**src/rtl/vermitypes_pkg.sv**
```systemverilog
// Shared Vermicel types: default register-file geometry and the
// write-back port bundle used between execution units and the file.
package vermitypes_pkg;

  localparam int VM_SIZE  = 32;
  localparam int VM_WIDTH = 32;
  localparam int VM_IDX   = $clog2(VM_SIZE);

  typedef logic [VM_IDX-1:0]   regidx_t;
  typedef logic [VM_WIDTH-1:0] word_t;

  typedef struct packed {
    logic    valid;
    regidx_t rd;
    word_t   data;
  } wb_port_t;

endpackage

```
**src/rtl/vergister_bypass_mux.sv**
```systemverilog
// One read port: stored value, optionally overridden by the
// highest-numbered matching write-back, with register 0 forced to zero.
module vergister_bypass_mux
  import vermitypes_pkg::*;
#(
  parameter int WIDTH       = VM_WIDTH,
  parameter int IDX         = VM_IDX,
  parameter int WRITE_PORTS = 2,
  parameter int ZERO_REG    = 1,
  parameter int BYPASS      = 1
) (
  input  logic [IDX-1:0]               rs_i,
  input  logic [WIDTH-1:0]             stored_i,
  input  logic [WRITE_PORTS-1:0]       wb_valid_i,
  input  logic [WRITE_PORTS*IDX-1:0]   wb_rd_i,
  input  logic [WRITE_PORTS*WIDTH-1:0] wb_data_i,
  output logic [WIDTH-1:0]             xs_o
);

  always_comb begin
    xs_o = stored_i;
    if (BYPASS != 0) begin
      for (int p = 0; p < WRITE_PORTS; p++) begin
        if (wb_valid_i[p] && wb_rd_i[p*IDX +: IDX] == rs_i)
          xs_o = wb_data_i[p*WIDTH +: WIDTH];
      end
    end
    if (ZERO_REG != 0 && rs_i == '0)
      xs_o = '0;
  end

endmodule

```
**src/rtl/vergister_scoreboard.sv**
```systemverilog
// Register file with multi-port write-back, busy scoreboard for
// in-flight destinations, optional bypass and hard-wired zero register.
module vergister_scoreboard
  import vermitypes_pkg::*;
#(
  parameter int SIZE        = VM_SIZE,
  parameter int WIDTH       = VM_WIDTH,
  parameter int WRITE_PORTS = 2,
  parameter int ZERO_REG    = 1,
  parameter int BYPASS      = 1,
  parameter int IDX         = $clog2(SIZE),
  parameter int CW          = $clog2(SIZE+1)
) (
  input  logic                         clk,
  input  logic                         reset,
  input  logic                         issue_valid,
  input  logic                         issue_has_rd,
  input  logic [IDX-1:0]               issue_rd,
  input  logic [IDX-1:0]               rs1,
  input  logic [IDX-1:0]               rs2,
  output logic [WIDTH-1:0]             xs1,
  output logic [WIDTH-1:0]             xs2,
  output logic                         stall,
  input  logic [WRITE_PORTS-1:0]       wb_valid,
  input  logic [WRITE_PORTS*IDX-1:0]   wb_rd,
  input  logic [WRITE_PORTS*WIDTH-1:0] wb_data,
  input  logic                         flush,
  output logic [CW-1:0]                busy_count
);

  logic [WIDTH-1:0]       x_q [SIZE];
  logic [SIZE-1:0]        busy_q, busy_d;
  logic [SIZE-1:0]        busy_clr, busy_eff;
  logic [CW-1:0]          cnt_q, cnt_d;
  logic [WRITE_PORTS-1:0] wr_en;
  logic                   fire;

  always_comb begin
    busy_clr = '0;
    wr_en    = '0;
    for (int p = 0; p < WRITE_PORTS; p++) begin
      if (wb_valid[p]) begin
        busy_clr[wb_rd[p*IDX +: IDX]] = 1'b1;
        wr_en[p] = !(ZERO_REG != 0 && wb_rd[p*IDX +: IDX] == '0);
      end
    end
  end

  assign busy_eff = (BYPASS != 0) ? (busy_q & ~busy_clr) : busy_q;

  assign stall = issue_valid &
                 (busy_eff[rs1] | busy_eff[rs2] |
                  (issue_has_rd & busy_eff[issue_rd]));

  assign fire = issue_valid & ~stall & ~flush;

  // Set after clear: the issuing instruction is newer than the retiring one.
  always_comb begin
    busy_d = flush ? '0 : (busy_q & ~busy_clr);
    if (fire && issue_has_rd &&
        !(ZERO_REG != 0 && issue_rd == '0))
      busy_d[issue_rd] = 1'b1;
  end

  always_comb begin
    cnt_d = '0;
    for (int i = 0; i < SIZE; i++)
      cnt_d = cnt_d + CW'(busy_d[i]);
  end

  // Later ports overwrite earlier ones, so the highest index wins.
  always_ff @(posedge clk) begin
    if (reset) begin
      for (int i = 0; i < SIZE; i++)
        x_q[i] <= '0;
      busy_q <= '0;
      cnt_q  <= '0;
    end else begin
      for (int p = 0; p < WRITE_PORTS; p++) begin
        if (wr_en[p])
          x_q[wb_rd[p*IDX +: IDX]] <= wb_data[p*WIDTH +: WIDTH];
      end
      busy_q <= busy_d;
      cnt_q  <= cnt_d;
    end
  end

  assign busy_count = cnt_q;

  vergister_bypass_mux #(
    .WIDTH(WIDTH), .IDX(IDX), .WRITE_PORTS(WRITE_PORTS),
    .ZERO_REG(ZERO_REG), .BYPASS(BYPASS)
  ) u_mux1 (
    .rs_i(rs1), .stored_i(x_q[rs1]),
    .wb_valid_i(wb_valid), .wb_rd_i(wb_rd), .wb_data_i(wb_data),
    .xs_o(xs1)
  );

  vergister_bypass_mux #(
    .WIDTH(WIDTH), .IDX(IDX), .WRITE_PORTS(WRITE_PORTS),
    .ZERO_REG(ZERO_REG), .BYPASS(BYPASS)
  ) u_mux2 (
    .rs_i(rs2), .stored_i(x_q[rs2]),
    .wb_valid_i(wb_valid), .wb_rd_i(wb_rd), .wb_data_i(wb_data),
    .xs_o(xs2)
  );

endmodule
```
**config.mk**
```make
export PLATFORM = sky130hd
export DESIGN_NAME = vergister_scoreboard
export DESIGN_NICKNAME = d
export VERILOG_FILES = /design/src/rtl/vermitypes_pkg.sv /design/src/rtl/vergister_bypass_mux.sv /design/src/rtl/vergister_scoreboard.sv
export SDC_FILE = /design/constraint.sdc
export NUM_CORES = 2
export LEC_CHECK = 0
export CAP_MARGIN = 40
export CORE_UTILIZATION = 35
export DETAILED_ROUTE_END_ITERATION = 10
export PLACE_DENSITY_LB_ADDON = 0.1
export SLEW_MARGIN = 20
export SYNTH_ARGS = -nofsm -noshare
export SYNTH_HDL_FRONTEND = slang
export SYNTH_SLANG_ARGS = --single-unit
```
**constraint.sdc**
```tcl
create_clock -name clk -period 7.18 [get_ports clk]
set_input_delay 0.718 -clock clk [delete_from_list [all_inputs] [get_ports clk]]
set_output_delay 0.718 -clock clk [all_outputs]
set_load 0.01 [all_outputs]
```
==> reports/qor.txt <==
Startpoint Class: primary input
IO Count: 167
Cell Pwr Density: 220 nW/um2
Cells after Synth: 4,313
Worst slew pin tran: 1.05 ns
Final hold violations: 0
Top FF cell, synth: edfxtp_1
Drt wl/cell: 43.8 um
Max VDD drop: 0.228 mV
Area Overhead vs Synth: 18.6%
Number of hold buffers added after cts: 0
Yosys warns: 0
Run status: finished clean
# rows: 155
Fillers: 16,270
Most frequent cells in the layout: edfxtp_1 (1,024), a22o_1 (992), mux4_2 (649), buf_4 (397), nor2_1 (194)
Fin crit period: 6.96 ns
Initial drt markers: 6,437
Starting Density: 35.4%
Static Leak: 25.2 nW
Fmax: 144 MHz
Clk root buf: clkbuf_16
Synthesized area: 63,400 um2
Part of the power in registers: 44.3%
Most common cell after layout, fill and taps aside: edfxtp_1
Switch Pwr: 0.00454 W
Slowest-stage cell, CP: fa_1
R2R Setup Slk: 0.47 ns
# DRC: 0
Fin crit share: 96.9%
Dpl ws: -1.07 ns
Crit path top cell by count: fa_1
Max-cap viol count: 0
CTS Buf Count: 133
Worst setup EP type: register
Register bit total from synthesis: 1,062
Synth async-reset ratio: 0%
TritonCTS Sinks: 1,062
Setup Viol. Count Final: 0
Cell Int Power: 0.0120 W
Worst Path Required: 7.84 ns
Fraction of layout cells with a size suffix above 1: 33.1%
Post-Synthesis Mean Instance Area: 14.7 um2
Worst-skew pair later-pin latency: 0.79 ns
Chip width: 427 um
CTS tree: built
Slew headroom: 29.7%
Vias in the first global route: 47,527
Worst-path clk slew: 0.06 ns
Clock Power Share: 39.0%
Hold_ws: 0.362 ns
Synth unique cells: 80
M2 GR Usage: 49.4%
Post-DP HPWL: 181,000 um
CP max stage delay: 0.53 ns
First-pass iteration count of the detailed router: 6
Combinational group share of total power: 16.7%
Clock buffer depth: 3
First-pass GRT wire length: 405,000 um
Routed vias: 48,227
CP max FO: 5
Pin count of the biggest net entering global routing: 90
EDFF count, synth: 1,024
Initial antenna violation count: 10
Worst Clk Skew: 0.0173 ns
Die Ht: 427 um
CTS H-Tree Depth: 4
Min-delay worst type: primary input to register
Fin. max-slew vios: 0
Sequential area share after synthesis: 49.7%
Antenna Nets Post-Route: 0
Met3 Resource Use GR: 7.65%
Via-to-Cell Ratio: 7.01
Met1 Use GR: 43.3%
Fin nets: 4,556
WP data arrival: 7.62 ns
GRT busiest layer: met2
Post-layout worst setup margin: 0.221 ns
Total gr overflow: 0
Routed WL: 301,000 um
I/O Buffers: 166
RSZ-0062 raised after global routing: no
Die footprint: 183,000 um2
WS Path Type: primary input to register
CORE AREA: 179,000 um2
Switching Fraction: 27.5%
Final RePlAce weighted congestion: 0.911
Total GRT Usage: 32.6%
-- kinds of logic after synthesis --
| group | synth area share, % |
|---|---|
| AOI/OAI and AO/OA | 16.8 |
| xor gates and xnor gates | 0.318 |
| adders and majority gates | 0.897 |
| buffers and inverters | 4.36 |
| DFF | 49.7 |
| muxes | 24.1 |
| other | 0.00592 |
| and+or+nand+nor | 3.76 |
-- critical path: cells and delay by family --
| family | cells | cell delay (ns) |
|---|---|---|
| AOI/OAI and AO/OA | 6 | 1.03 |
| xor gates and xnor gates | 1 | 0.15 |
| adders and majority gates | 8 | 3.55 |
| buffers and inverters | 9 | 1.08 |
| muxes | 1 | 0.52 |
| and+or+nand+nor | 4 | 0.58 |
-- cell type report --
type / instances / area, um2 / share of cell area [%]
well taps: 2355 / 2950 / 3.92
repair buffers: 645 / 6280 / 8.36
diodes: 2 / 5.00 / 0.00666
clock buffers: 176 / 3620 / 4.82
multi-input cells: 2554 / 30200 / 40.3
flip-flops and latches: 1062 / 31500 / 42.0
clock inverters: 57 / 390 / 0.520
inverters: 33 / 124 / 0.165
-- routing by layer --
metal / routed length (um) / up-vias / part of all wire (%)
li1: - / 18370 / -
met1: 117000 / 25815 / 39
met2: 135000 / 3263 / 45
met3: 30400 / 763 / 10
met4: 18100 / 16 / 6.0
met5: 126 / - / 0.042
-- metrics by stage --
step           TNS (ns)  std cells  area (um2)  total power, W  util, %
6_report              0       6884       75100          0.0165     41.9
5_1_grt               0       6882       75100          0.0169     41.9
4_1_cts               0       6858       74500          0.0165     41.6
3_5_place_dp      -5.20       6622       70300          0.0101     39.2
3_3_place_gp      -5.50       6576       69300          0.0101     38.7
2_1_floorplan   -0.0932       4344       63600         0.00889        -
-- repair_timing --
item                       4_1_cts  5_1_grt
pin swaps                       18       41
setup endpoints to repair        4        5
cloned                           0        3
gates resized for setup         32       71
buffers inserted                 3       19
-- synthesized netlist by cell type, types with 15 or more instances --
| library cell | count | area share [%] |
|---|---|---|
| edfxtp_1 | 1024 | 49 |
| a22o_1 | 992 | 14 |
| mux4_2 | 649 | 23 |
| clkbuf_1 | 538 | 3.2 |
| nor2_1 | 225 | 1.3 |
| buf_1 | 136 | 0.81 |
| a21oi_1 | 73 | 0.58 |
| mux2i_1 | 67 | 1.1 |
| a211oi_1 | 66 | 0.78 |
| nand2_1 | 48 | 0.28 |
| dfxtp_1 | 38 | 1.2 |
| o22ai_1 | 37 | 0.37 |
| or3_1 | 37 | 0.37 |
| nor3_1 | 36 | 0.28 |
| nand3_1 | 34 | 0.27 |
| inv_1 | 31 | 0.18 |
| fa_1 | 24 | 0.76 |
| o221ai_1 | 23 | 0.32 |
| buf_2 | 20 | 0.16 |
| xor2_1 | 18 | 0.25 |
| nand2b_1 | 15 | 0.15 |
-- final timing paths --
| path | depth (start not counted) | endpoint | start |
|---|---|---|---|
| setup reg to reg | 24 | busy_count[4] | busy_q[31] |
| hold / removal | 2 | busy_count[3] | reset |
| setup / recovery | 29 | busy_count[4] | wb_rd[3] |
| hold reg to reg | 3 | busy_q[0] | busy_q[0] |
-- power by group through the flow --
stage               registers, W  clock network, W  logic, W
floorplan                0.00738                 0   0.00151
global placement         0.00742                 0   0.00263
detailed placement       0.00744                 0   0.00268
CTS                      0.00731           0.00650   0.00270
global route             0.00735           0.00672   0.00283
finish                   0.00732           0.00645   0.00276
-- flip-flops by register name, indices dropped and copies added, names as in the netlist --
signal      count
x_q          1024
busy_count      6
busy_q         32
Power figures use the tool's default switching activity.
